**config.mk**
```make
export PLATFORM = sky130hd
export DESIGN_NAME = mult_ctrl_taint_seq_flat
export DESIGN_NICKNAME = d
export VERILOG_FILES = /design/src/rtl/mult_ctrl_taint_seq_pkg.sv /design/src/rtl/mult_ctrl_taint_seq_if.sv /design/src/rtl/mult_ctrl_taint_seq_bit_counter.sv /design/src/rtl/mult_ctrl_taint_seq.sv /design/src/flat_wrapper.sv
export SDC_FILE = /design/constraint.sdc
export NUM_CORES = 1
export LEC_CHECK = 0
export BUFFER_PORTS_ARGS = -buffer_cell sky130_fd_sc_hd__buf_4
export CAP_MARGIN = 0
export CORE_ASPECT_RATIO = 1.75
export CORE_MARGIN = 5
export CORE_UTILIZATION = 30
export CTS_CLUSTER_DIAMETER = 200
export CTS_CLUSTER_SIZE = 30
export DETAILED_ROUTE_END_ITERATION = 10
export HOLD_SLACK_MARGIN = 0.03
export SKIP_CTS_REPAIR_TIMING = 1
export SYNTH_ARGS = -nofsm -noshare
export SYNTH_HDL_FRONTEND = slang
export SYNTH_HIERARCHICAL = 1
export SYNTH_SLANG_ARGS = --single-unit
```
**constraint.sdc**
```tcl
create_clock -name clk -period 2.6 [get_ports clk]
set_clock_uncertainty 0.05 [all_clocks]
set_input_delay 0.26 -clock clk [delete_from_list [all_inputs] [get_ports clk]]
set_output_delay 0.26 -clock clk [all_outputs]
set_load 0.01 [all_outputs]
```
**src/rtl/mult_ctrl_taint_seq_pkg.sv**
```systemverilog
// Shared types and helpers for the taint-tracking shift-add multiplier control.
package mult_taint_pkg;

  typedef enum logic [2:0] {
    S_IDLE  = 3'd0,
    S_INIT  = 3'd1,
    S_BIT   = 3'd2,
    S_ADD   = 3'd3,
    S_SHIFT = 3'd4,
    S_DONE  = 3'd5
  } state_e;

  function automatic int unsigned idx_w(input int unsigned width);
    return (width < 2) ? 1 : $clog2(width);
  endfunction

  function automatic logic taint_or(input logic a, input logic b);
    return a | b;
  endfunction

endpackage

```
**src/rtl/mult_ctrl_taint_seq_if.sv**
```systemverilog
// Handshake, operand and strobe bundle between the multiplier control and its peers.
interface mult_ctrl_taint_seq_if #(
  parameter int unsigned WIDTH = 32
);
  logic             start;
  logic             start_t;
  logic             ack;
  logic             ack_t;
  logic [WIDTH-1:0] multiplierReg;
  logic [WIDTH-1:0] multiplierReg_t;
  logic             busy;
  logic             busy_t;
  logic             productDone;
  logic             productDone_t;
  logic             mdld;
  logic             mdld_t;
  logic             mrld;
  logic             mrld_t;
  logic             rsclear;
  logic             rsclear_t;
  logic             rsload;
  logic             rsload_t;
  logic             rsshr;
  logic             rsshr_t;

  modport master (
    output start, start_t, ack, ack_t, multiplierReg, multiplierReg_t,
    input  busy, busy_t, productDone, productDone_t, mdld, mdld_t,
           mrld, mrld_t, rsclear, rsclear_t, rsload, rsload_t, rsshr, rsshr_t
  );

  modport slave (
    input  start, start_t, ack, ack_t, multiplierReg, multiplierReg_t,
    output busy, busy_t, productDone, productDone_t, mdld, mdld_t,
           mrld, mrld_t, rsclear, rsclear_t, rsload, rsload_t, rsshr, rsshr_t
  );
endinterface

```
**src/rtl/mult_ctrl_taint_seq_bit_counter.sv**
```systemverilog
// Binary bit-index counter with last-bit flag and a single control-taint bit.
module mult_bit_counter_taint
  import mult_taint_pkg::*;
#(
  parameter  int unsigned WIDTH = 32,
  localparam int unsigned IDX_W = idx_w(WIDTH)
) (
  input  logic             i_clk,
  input  logic             i_rst_n,
  input  logic             i_clr,
  input  logic             i_inc,
  input  logic             i_t_d,
  output logic [IDX_W-1:0] o_idx,
  output logic             o_last,
  output logic             o_t
);

  logic [IDX_W-1:0] r_idx;
  logic             r_t;

  always_ff @(posedge i_clk or negedge i_rst_n) begin
    if (!i_rst_n) begin
      r_idx <= '0;
      r_t   <= 1'b0;
    end else begin
      if (i_clr) begin
        r_idx <= '0;
      end else if (i_inc) begin
        r_idx <= r_idx + IDX_W'(1);
      end
      r_t <= i_t_d;
    end
  end

  assign o_idx  = r_idx;
  assign o_last = (r_idx == IDX_W'(WIDTH - 1));
  assign o_t    = r_t;

endmodule

```
**src/rtl/mult_ctrl_taint_seq.sv**
```systemverilog
// Shift-add multiplier control FSM: one BIT/ADD/SHIFT pass per operand bit, done held until ack.
module mult_ctrl_taint_seq
  import mult_taint_pkg::*;
#(
  parameter int unsigned WIDTH        = 32,
  parameter bit          STICKY_TAINT = 1'b1
) (
  input  logic                   clk,
  input  logic                   rst,
  mult_ctrl_taint_seq_if.slave   bus
);

  localparam int unsigned IDX_W = idx_w(WIDTH);

  state_e           r_state;
  state_e           w_next;
  logic             w_next_t;
  logic [IDX_W-1:0] w_idx;
  logic             w_last;
  logic             w_t;

  logic r_busy;
  logic r_done;
  logic r_ld;
  logic r_rsload;
  logic r_rsshr;

  always_comb begin
    w_next   = r_state;
    w_next_t = w_t;
    unique case (r_state)
      S_IDLE: begin
        if (bus.start) w_next = S_INIT;
        w_next_t = STICKY_TAINT ? taint_or(w_t, bus.start_t) : bus.start_t;
      end
      S_INIT:  w_next = S_BIT;
      S_BIT: begin
        w_next   = bus.multiplierReg[w_idx] ? S_ADD : S_SHIFT;
        w_next_t = taint_or(w_t, bus.multiplierReg_t[w_idx]);
      end
      S_ADD:   w_next = S_SHIFT;
      S_SHIFT: w_next = w_last ? S_DONE : S_BIT;
      S_DONE: begin
        if (bus.ack) w_next = S_IDLE;
        w_next_t = taint_or(w_t, bus.ack_t);
      end
      default: w_next = S_IDLE;
    endcase
  end

  mult_bit_counter_taint #(
    .WIDTH (WIDTH)
  ) u_cnt (
    .i_clk   (clk),
    .i_rst_n (rst),
    .i_clr   (r_state == S_INIT),
    .i_inc   ((r_state == S_SHIFT) && !w_last),
    .i_t_d   (w_next_t),
    .o_idx   (w_idx),
    .o_last  (w_last),
    .o_t     (w_t)
  );

  // Strobes are decoded from the next state so they register in step with it.
  always_ff @(posedge clk or negedge rst) begin
    if (!rst) begin
      r_state  <= S_IDLE;
      r_busy   <= 1'b0;
      r_done   <= 1'b0;
      r_ld     <= 1'b0;
      r_rsload <= 1'b0;
      r_rsshr  <= 1'b0;
    end else begin
      r_state  <= w_next;
      r_busy   <= (w_next != S_IDLE);
      r_done   <= (w_next == S_DONE);
      r_ld     <= (w_next == S_INIT);
      r_rsload <= (w_next == S_ADD);
      r_rsshr  <= (w_next == S_SHIFT);
    end
  end

  assign bus.busy          = r_busy;
  assign bus.productDone   = r_done;
  assign bus.mdld          = r_ld;
  assign bus.mrld          = r_ld;
  assign bus.rsclear       = r_ld;
  assign bus.rsload        = r_rsload;
  assign bus.rsshr         = r_rsshr;
  assign bus.busy_t        = w_t;
  assign bus.productDone_t = w_t;
  assign bus.mdld_t        = w_t;
  assign bus.mrld_t        = w_t;
  assign bus.rsclear_t     = w_t;
  assign bus.rsload_t      = w_t;
  assign bus.rsshr_t       = w_t;

endmodule

```
**src/flat_wrapper.sv**
```systemverilog
// flat-port wrapper written by rule: the top's interface ports become plain ports
module mult_ctrl_taint_seq_flat import mult_taint_pkg::*;
#(
  parameter int unsigned WIDTH        = 32,
  parameter bit          STICKY_TAINT = 1'b1
)
  (clk, rst, bus_start, bus_start_t, bus_ack, bus_ack_t, bus_multiplierReg, bus_multiplierReg_t, bus_busy, bus_busy_t, bus_productDone, bus_productDone_t, bus_mdld, bus_mdld_t, bus_mrld, bus_mrld_t, bus_rsclear, bus_rsclear_t, bus_rsload, bus_rsload_t, bus_rsshr, bus_rsshr_t);
  mult_ctrl_taint_seq_if #(.WIDTH(WIDTH)) bus_i ();
  input  logic clk;
  input  logic rst;
  input wire logic [$bits(bus_i.start)-1:0] bus_start;
  input wire logic [$bits(bus_i.start_t)-1:0] bus_start_t;
  input wire logic [$bits(bus_i.ack)-1:0] bus_ack;
  input wire logic [$bits(bus_i.ack_t)-1:0] bus_ack_t;
  input wire logic [$bits(bus_i.multiplierReg)-1:0] bus_multiplierReg;
  input wire logic [$bits(bus_i.multiplierReg_t)-1:0] bus_multiplierReg_t;
  output wire logic [$bits(bus_i.busy)-1:0] bus_busy;
  output wire logic [$bits(bus_i.busy_t)-1:0] bus_busy_t;
  output wire logic [$bits(bus_i.productDone)-1:0] bus_productDone;
  output wire logic [$bits(bus_i.productDone_t)-1:0] bus_productDone_t;
  output wire logic [$bits(bus_i.mdld)-1:0] bus_mdld;
  output wire logic [$bits(bus_i.mdld_t)-1:0] bus_mdld_t;
  output wire logic [$bits(bus_i.mrld)-1:0] bus_mrld;
  output wire logic [$bits(bus_i.mrld_t)-1:0] bus_mrld_t;
  output wire logic [$bits(bus_i.rsclear)-1:0] bus_rsclear;
  output wire logic [$bits(bus_i.rsclear_t)-1:0] bus_rsclear_t;
  output wire logic [$bits(bus_i.rsload)-1:0] bus_rsload;
  output wire logic [$bits(bus_i.rsload_t)-1:0] bus_rsload_t;
  output wire logic [$bits(bus_i.rsshr)-1:0] bus_rsshr;
  output wire logic [$bits(bus_i.rsshr_t)-1:0] bus_rsshr_t;
  assign bus_i.start = bus_start;
  assign bus_i.start_t = bus_start_t;
  assign bus_i.ack = bus_ack;
  assign bus_i.ack_t = bus_ack_t;
  assign bus_i.multiplierReg = bus_multiplierReg;
  assign bus_i.multiplierReg_t = bus_multiplierReg_t;
  assign bus_busy = bus_i.busy;
  assign bus_busy_t = bus_i.busy_t;
  assign bus_productDone = bus_i.productDone;
  assign bus_productDone_t = bus_i.productDone_t;
  assign bus_mdld = bus_i.mdld;
  assign bus_mdld_t = bus_i.mdld_t;
  assign bus_mrld = bus_i.mrld;
  assign bus_mrld_t = bus_i.mrld_t;
  assign bus_rsclear = bus_i.rsclear;
  assign bus_rsclear_t = bus_i.rsclear_t;
  assign bus_rsload = bus_i.rsload;
  assign bus_rsload_t = bus_i.rsload_t;
  assign bus_rsshr = bus_i.rsshr;
  assign bus_rsshr_t = bus_i.rsshr_t;
  mult_ctrl_taint_seq #(.WIDTH(WIDTH), .STICKY_TAINT(STICKY_TAINT)) u_core (.clk(clk), .rst(rst), .bus(bus_i));
endmodule
```
==> results of run 1 <==
## stage by stage
| step | utilization [%] | hold slack (ns) | setup slack, ns | power [W] | cells |
|---|---|---|---|---|---|
| after global routing | 47.0 | 0.263 | 0.302 | 0.00130 | 253 |
| after detailed placement | 45.7 | 0.0747 | 0.476 | 0.00105 | 249 |
| final | 47.0 | 0.242 | 0.470 | 0.00121 | 253 |
| after global placement | 45.7 | 0.0668 | 0.514 | 0.00103 | 249 |
| after CTS | 46.7 | -0.185 | 0.458 | 0.00123 | 252 |
| after floorplan | - | -0.0856 | 0.356 | 0.000836 | 127 |
## layer usage
layer	global-route usage, %	up-vias	routed length [µm]
met5	0	-	0
met4	2.05	0	0
met3	2.13	0	294
met2	27.8	51	2370
met1	14.5	596	1340
li1	-	629	-
## state kept, by name, indices dropped and copies added, names as in the netlist
| register | count |
|---|---|
| u_core/bus.busy | 1 |
| u_core/u_cnt/o_idx | 5 |
| u_core/bus.rsshr | 1 |
| u_core/r_state | 3 |
| u_core/bus.mdld | 1 |
| u_core/bus.rsload | 1 |
| u_core/bus.productDone | 1 |
| u_core/u_cnt/o_t | 1 |
## power by group through the flow
stage | combinational (W) | clock [W] | sequential [W]
floorplan | 0.000486 | 0 | 0.000349
global placement | 0.000701 | 0 | 0.000333
detailed placement | 0.000713 | 0 | 0.000335
CTS | 0.000715 | 0.000179 | 0.000332
global route | 0.000774 | 0.000184 | 0.000342
finish | 0.000709 | 0.000173 | 0.000331
## path summary, 6_finish.rpt
path                                  startpoint                      to  cells past startpoint
min in group asynchronous                    rst       u_core/r_state[2]                      2
hold reg to reg                u_core/r_state[2]         u_core/bus.busy                      1
setup / recovery           u_core/u_cnt/o_idx[1]       u_core/r_state[0]                      8
setup reg to reg           u_core/u_cnt/o_idx[1]       u_core/r_state[0]                      8
max in group asynchronous                    rst  u_core/bus.productDone                      2
hold / removal                         bus_start         u_core/bus.busy                      3
## critical path, delay by kind of cell (launching register included)
kind            cells  cell delay (ns)
flops               1             0.35
simple gates        1             0.11
mux                 1             0.25
compound gates      4             0.70
buf+inv             2             0.53
## cell type report
| class | count | area (µm²) |
|---|---|---|
| clock buffer | 3 | 41.3 |
| fill | 390 | 2200 |
| inverter | 2 | 7.51 |
| multi-input combinational | 95 | 811 |
| sequential | 14 | 350 |
| tap | 49 | 61.3 |
| timing repair buffer | 90 | 678 |
## placed cells by master (no fill, tap or decap)
master,instances
a21bo_1,1
inv_1,2
o21ai_1,1
xnor2_1,1
mux2i_1,22
nor2_1,11
nand4_4,1
nor3_1,1
buf_4,89
o22ai_1,1
nor3b_1,2
mux2_4,1
o21a_1,1
nor4b_1,1
nor2b_1,5
a311oi_2,1
a21oi_1,5
mux4_2,7
nand2_1,5
nand4_1,1
o21ai_0,3
o22a_1,1
a311o_1,1
nand4b_1,2
clkbuf_8,3
nand3_1,4
dlygate4sd3_1,1
a31oi_1,3
dfrtp_1,14
a22oi_1,4
and3_1,3
a211oi_1,2
or2_2,1
nand3b_1,1
ha_1,2
## cell families after synthesis
logic type,Yosys count,share of synthesized area [%]
xor+xnor,1,0.676
flops,14,27.1
compound gates,24,12.8
fa+ha+maj,2,1.93
simple gates,38,16.8
mux,30,30.3
buf+inv,18,10.3
==> metrics.log, run 1 <==
INFO  metric drt-total-wl = 4000 µm
INFO  metric maximum_achievable_frequency = 470 MHz
INFO  metric crit_chain = buf_4 > buf_4 > mux2i_1 > a22oi_1 > nand4b_1 > o22ai_1 > a311oi_2 > o21ai_0
INFO  metric final-max-slew-violation-count = 0
INFO  metric crit_path_frequent_cell = buf_4
INFO  metric finalSetupViolCount = 0
INFO  metric synth-warning-count = 6
INFO  metric rsz0062_at_grt = false
INFO  metric wire_per_inst = 15.8 µm
INFO  metric timing.critical_path.to_type = flop
INFO  metric switching_share = 38.2%
INFO  metric die_h = 96.9 µm
INFO  metric final.min_clock_period = 2.13 ns
INFO  metric areaGrowthSynthToFinish = 50.5%
INFO  metric num_rows = 31
INFO  metric worst_hold_path_type = in2reg
INFO  metric drive_gt1_share = 50.5%
INFO  metric synth.top_cell.area_share = 27.1%
INFO  metric io_pins = 84
INFO  metric clk_path_buf_depth = 2
INFO  metric worst-endpoint-arrival = 2.18 ns
INFO  metric antenna_found_initial = 0
INFO  metric fin_crit_sh = 81.9%
INFO  metric cts_tree = yes
INFO  metric outcome = complete, no violations
INFO  metric place.gp.congestion = 0.796
INFO  metric crit_path_start_kind = flop
INFO  metric internal_power_component = 0.000749 W
INFO  metric netlist_top_cells_area = dfrtp_1, mux2i_1, mux4_2
INFO  metric drt_pass1_iterations = 4
INFO  metric power_frac_comb = 58.5%
INFO  metric share_of_synthesized_area_occupied_by_flip_flops_and_latches = 27.1%
INFO  metric power.switching = 0.000464 W
INFO  metric htree_levels = 1
INFO  metric synth_commonest_cells = mux2i_1, dfrtp_1, nor2_1
INFO  metric grtUsageTotal = 14.0%
INFO  metric post_synth_edffs = 0
INFO  metric timing.reg2reg.setup_slack = 0.47 ns
INFO  metric ctsRootBufferMaster = clkbuf_8
INFO  metric timing.critical_path.slowest_cell_delay = 0.35 ns
INFO  metric synthDistinctLibCells = 36
INFO  metric clock-sinks = 14
INFO  metric chipWidth = 59.7 µm
INFO  metric critical_path_peak_fanout = 18
INFO  metric worst-endpoint-required = 2.65 ns
INFO  metric cts_buf_count = 3
INFO  metric worstSkewPairLatency = 0.24 ns
INFO  metric criticalPathCategory = reg2reg
INFO  metric final_antenna_net_count = 0
INFO  metric synth_async_sr_flop_share = 100%
INFO  metric synthMostInstantiatedCell = mux2i_1
INFO  metric grt_remaining_overflow = 0
INFO  metric detailed_place_hpwl = 3480 µm
INFO  metric number_of_design_rule_violations_left_after_detail_routing = 0
INFO  metric coreArea = 0.00415 mm²
INFO  metric mappedNetlistArea = 0.00129 mm²
INFO  metric drt_iter0_markers = 20
INFO  metric power_leakage = 0.895 nW
INFO  metric fin_setup_tns = 0 ns
INFO  metric ys_seq_elements = 14
INFO  metric antennaDiodeCount = 0
INFO  metric timing.slew.headroom = 73.1%
INFO  metric worst_supply_voltage_drop_on_vdd = 327 µV
INFO  metric power.density = 622 mW/mm²
INFO  metric max_slew.worst_pin.slew = 0.404 ns
INFO  metric finalInstanceArea = 0.00195 mm²
INFO  metric synth_nets = 199
INFO  metric vias_per_cell = 5.04
INFO  metric synthesis.instances = 127
INFO  metric pwr-share-clk = 14.3%
INFO  metric hold_viol = 0
INFO  metric grt_first_pass_wirelength = 6420 µm
INFO  metric postSynth.topFlopCell = dfrtp_1
INFO  metric share_seq_of_total_power = 27.3%
INFO  metric first_global_vias = 1403
INFO  metric detailroute.via_count = 1276
INFO  metric cap_viol_max_count = 0
INFO  metric nNetsFinal = 278
INFO  metric cts.clk_slew.worst_paths = 0.06 ns
INFO  metric critical_path.slowest_cell = dfrtp_1
INFO  metric die_area = 0.00578 mm²
INFO  metric port_buffers = 83
INFO  metric initial_utilization = 31.2%
INFO  metric avgSynthCellArea = 10.2 µm²
INFO  metric detailed_place.area = 0.00190 mm²
INFO  metric grt_max_degree = 19
INFO  metric yosys.area.top_type = dfrtp_1
No activity file was read; power rests on OpenSTA's default activity.
==> run 2: changes to the inputs <==
--- a/config.mk
+++ b/config.mk
@@ -5,6 +5,7 @@
 export SDC_FILE = /design/constraint.sdc
 export NUM_CORES = 1
 export LEC_CHECK = 0
+export ABC_AREA = 1
 export BUFFER_PORTS_ARGS = -buffer_cell sky130_fd_sc_hd__buf_4
 export CAP_MARGIN = 0
 export CORE_ASPECT_RATIO = 1.75
==> constraint.sdc (replaced) <==
create_clock -name clk -period 1.8 [get_ports clk]
set_clock_uncertainty 0.05 [all_clocks]
set_input_delay 0.18 -clock clk [delete_from_list [all_inputs] [get_ports clk]]
set_output_delay 0.18 -clock clk [all_outputs]
set_load 0.01 [all_outputs]
==> run 2 against run 1 <==
  * Critical path depth increased by 3
  * Core utilization fell by 1.9 points
  * Count of clock-buffer cells in the layout rose by 1
  * Final area grew 7.8%
==> metrics.log, run 2 <==
INFO  metric coreArea = 0.00467 mm² (+12%)
INFO  metric largest_register_ff_count = 5 (unchanged)
INFO  metric num_rows = 33 (+6.5%)
INFO  metric synthesis.instances = 240 (+89%)
INFO  metric synthDistinctLibCells = 24 (-33%)
INFO  metric ctsRootBufferMaster = clkbuf_8
INFO  metric final-max-slew-violation-count = 0 (unchanged)
INFO  metric htree_levels = 1 (unchanged)
INFO  metric detailed_place.area = 0.00202 mm² (+6.6%)
INFO  metric share_seq_of_total_power = 19.2% (-8.1 points)
INFO  metric synth-warning-count = 6 (unchanged)
INFO  metric nNetsFinal = 389 (+40%)
INFO  metric port_buffers = 83 (unchanged)
INFO  metric worst_hold_path_type = in2reg
INFO  metric antennaDiodeCount = 0 (unchanged)
INFO  metric worst-endpoint-required = 1.89 ns (-0.76 ns)
INFO  metric antenna_found_initial = 0 (unchanged)
INFO  metric top_usage_layer = met2
INFO  metric outcome = complete, no violations
INFO  metric postSynth.topFlopCell = dfrtp_1
INFO  metric power.density = 1170 mW/mm² (+88%)
INFO  metric critical_path_peak_fanout = 3 (-15)
INFO  metric synth_commonest_cells = nand2_1, nand3_1, dfrtp_1
INFO  metric layout_commonest_cell = nand2_1
INFO  metric initial_utilization = 30.6% (-0.58 points)
INFO  metric post_synth_edffs = 0 (unchanged)
INFO  metric synth.top_cell.area_share = 26.8% (-0.26 points)
INFO  metric r2r-start = u_core/u_cnt/o_idx[0]
INFO  metric avgSynthCellArea = 5.95 µm² (-42%)
INFO  metric worstSkewPairLatency = 0.25 ns (about the same)
INFO  metric timing.critical_path.from = u_core/u_cnt/o_idx[0]
INFO  metric drt-total-wl = 4760 µm (+19%)
INFO  metric synth_nets = 312 (+57%)
INFO  metric detailed_place_hpwl = 3820 µm (+9.6%)
INFO  metric criticalPathCategory = reg2reg
INFO  metric synth_async_sr_flop_share = 100% (unchanged)
INFO  metric cts.clk_slew.worst_paths = 0.06 ns (about the same)
INFO  metric number_of_design_rule_violations_left_after_detail_routing = 0 (unchanged)
INFO  metric wire_per_inst = 12.9 µm (-18%)
INFO  metric timing.slew.headroom = 66.4% (-6.7 points)
INFO  metric grt.met3_usage = 3.11% (+0.98 points)
INFO  metric crit_path_start_kind = flop
INFO  metric ys_seq_elements = 14 (unchanged)
INFO  metric rsz0062_at_grt = true
INFO  metric hold-worst-slack = 0.147 ns (-0.0945 ns)
INFO  metric pwr-share-clk = 12.5% (-1.8 points)
INFO  metric cts_buf_count = 3 (unchanged)
INFO  metric cap_viol_max_count = 0 (unchanged)
INFO  metric detailroute.via_count = 1749 (+37%)
INFO  metric finalPower = 0.00246 W (+100%)
INFO  metric first_global_vias = 1662 (+18%)
INFO  metric drt_iter0_markers = 101 (+410%)
INFO  metric final.min_clock_period = 1.76 ns (-0.374 ns)
INFO  metric worst_supply_voltage_drop_on_vdd = 702 µV (+110%)
INFO  metric use_met1 = 16.6% (+2.1 points)
INFO  metric synthMostInstantiatedCell = nand2_1
INFO  metric final_cell_mix = nand2_1, buf_4, nand3_1, dfrtp_1, inv_1
INFO  metric hp-start = bus_start
INFO  metric finalInstanceArea = 0.00210 mm² (+7.8%)
INFO  metric io_pins = 84 (unchanged)
INFO  metric grt_max_degree = 35 (+16)
INFO  metric power_frac_comb = 68.3% (+9.8 points)
INFO  metric clock-sinks = 14 (unchanged)
INFO  metric share_of_synthesized_area_occupied_by_flip_flops_and_latches = 24.5% (-2.5 points)
INFO  metric fin_crit_sh = 97.5% (+16 points)
INFO  metric final_antenna_net_count = 0 (unchanged)
INFO  metric yosys.area.top_type = nand2_1
INFO  metric max_slew.worst_pin.slew = 0.501 ns (+0.0968 ns)
INFO  metric chipWidth = 62.2 µm (+4.2%)
INFO  metric grtUsageTotal = 15.2% (+1.3 points)
INFO  metric grt_remaining_overflow = 0 (unchanged)
INFO  metric power_leakage = 1.17 nW (+31%)
INFO  metric mappedNetlistArea = 0.00143 mm² (+10%)
INFO  metric hold_viol = 0 (unchanged)
INFO  metric global_route.usage.met2 = 29.3% (+1.6 points)
INFO  metric power.switching = 0.00121 W (+160%)
INFO  metric final_core_utilization = 45.0% (-1.9 points)
INFO  metric die_area = 0.00630 mm² (+8.9%)
INFO  metric finalSetupViolCount = 0 (unchanged)
INFO  metric drt_pass1_iterations = 4 (unchanged)
INFO  metric clk_path_buf_depth = 2 (unchanged)
INFO  metric areaGrowthSynthToFinish = 47.0%
INFO  metric timing.critical_path.to_type = flop
INFO  metric vias_per_cell = 4.75 (-5.8%)
INFO  metric die_h = 101 µm (+4.5%)
INFO  metric drive_gt1_share = 34.8% (-16 points)
INFO  metric netlist_top_cells_area = nand2_1, dfrtp_1, nand3_1
INFO  metric maximum_achievable_frequency = 570 MHz (+21%)
INFO  metric cts_tree = yes
INFO  metric grt_first_pass_wirelength = 7930 µm (+24%)
INFO  metric worst-endpoint-arrival = 1.85 ns (-0.33 ns)
INFO  metric internal_power_component = 0.00125 W (+67%)
INFO  metric layout.filler_cells = 520 (+33%)
INFO  metric place.gp.congestion = 0.800 (+0.52%)
INFO  metric switching_share = 49.3% (+11 points)
run 2: per-layer routing:
layer	wire length, µm	vias to the layer above	part of all wire [%]
li1	-	914	-
met1	1770	785	37
met2	2750	48	58
met3	207	2	4.4
met4	28	0	0.59
met5	0	-	0
run 2: kinds of logic (layout without fill, tap and decap cells):
group	count (synthesis)	after routing	share of synthesized area [%]
fa+ha+maj	2	2	1.75
buf+inv	40	116	16.1
compound gates	7	7	3.07
simple gates	177	177	54.6
flops	14	14	24.5
run 2: worst paths after layout:
path	to	slack, ns	cells past startpoint
max reg2reg	u_core/bus.busy	0.04	11
min	u_core/bus.mdld	0.15	3
min reg2reg	u_core/u_cnt/o_idx[2]	0.51	2
min in group asynchronous	u_core/bus.productDone	0.27	2
max in group asynchronous	u_core/u_cnt/o_idx[4]	1.26	2
max	u_core/bus.busy	0.04	11
run 2: cell type report:
cell class | instances | area, µm² | area share, %
multi-input combinational | 186 | 848 | 40.4
timing repair buffer | 91 | 693 | 33.0
tap | 52 | 65.1 | 3.10
sequential | 14 | 350 | 16.7
clock buffer | 4 | 55.1 | 2.62
inverter | 21 | 88.8 | 4.23
run 2: power groups by stage:
| stage | Clock (W) | Sequential [W] | Combinational (W) |
|---|---|---|---|
| after detailed placement | 0 | 0.000476 | 0.00166 |
| after CTS | 0.000313 | 0.000473 | 0.00167 |
| after floorplan | 0 | 0.000495 | 0.00127 |
| after global routing | 0.000327 | 0.000485 | 0.00194 |
| after global placement | 0 | 0.000474 | 0.00166 |
| final | 0.000308 | 0.000473 | 0.00168 |
run 2: per-stage QoR:
step | worst slack [ns] | setup TNS [ns] | instances
after floorplan | 0.131 | 0 | 240
after global placement | 0.0718 | 0 | 363
after detailed placement | 0.0563 | 0 | 363
after CTS | 0.0447 | 0 | 367
after global routing | -0.0344 | -0.0635 | 368
final | 0.0448 | 0 | 368
run 2: worst max-delay path, cell delays in order, from the launching register on:
cell and delay [ns]:
dfrtp_1 0.38, ha_1 0.23, nand2_1 0.07, nor2_1 0.04, ha_1 0.21, nand3_1 0.10, o21a_1 0.12, inv_1 0.05
a31oi_1 0.21, nand2_2 0.10, inv_2 0.05, nand2_1 0.04
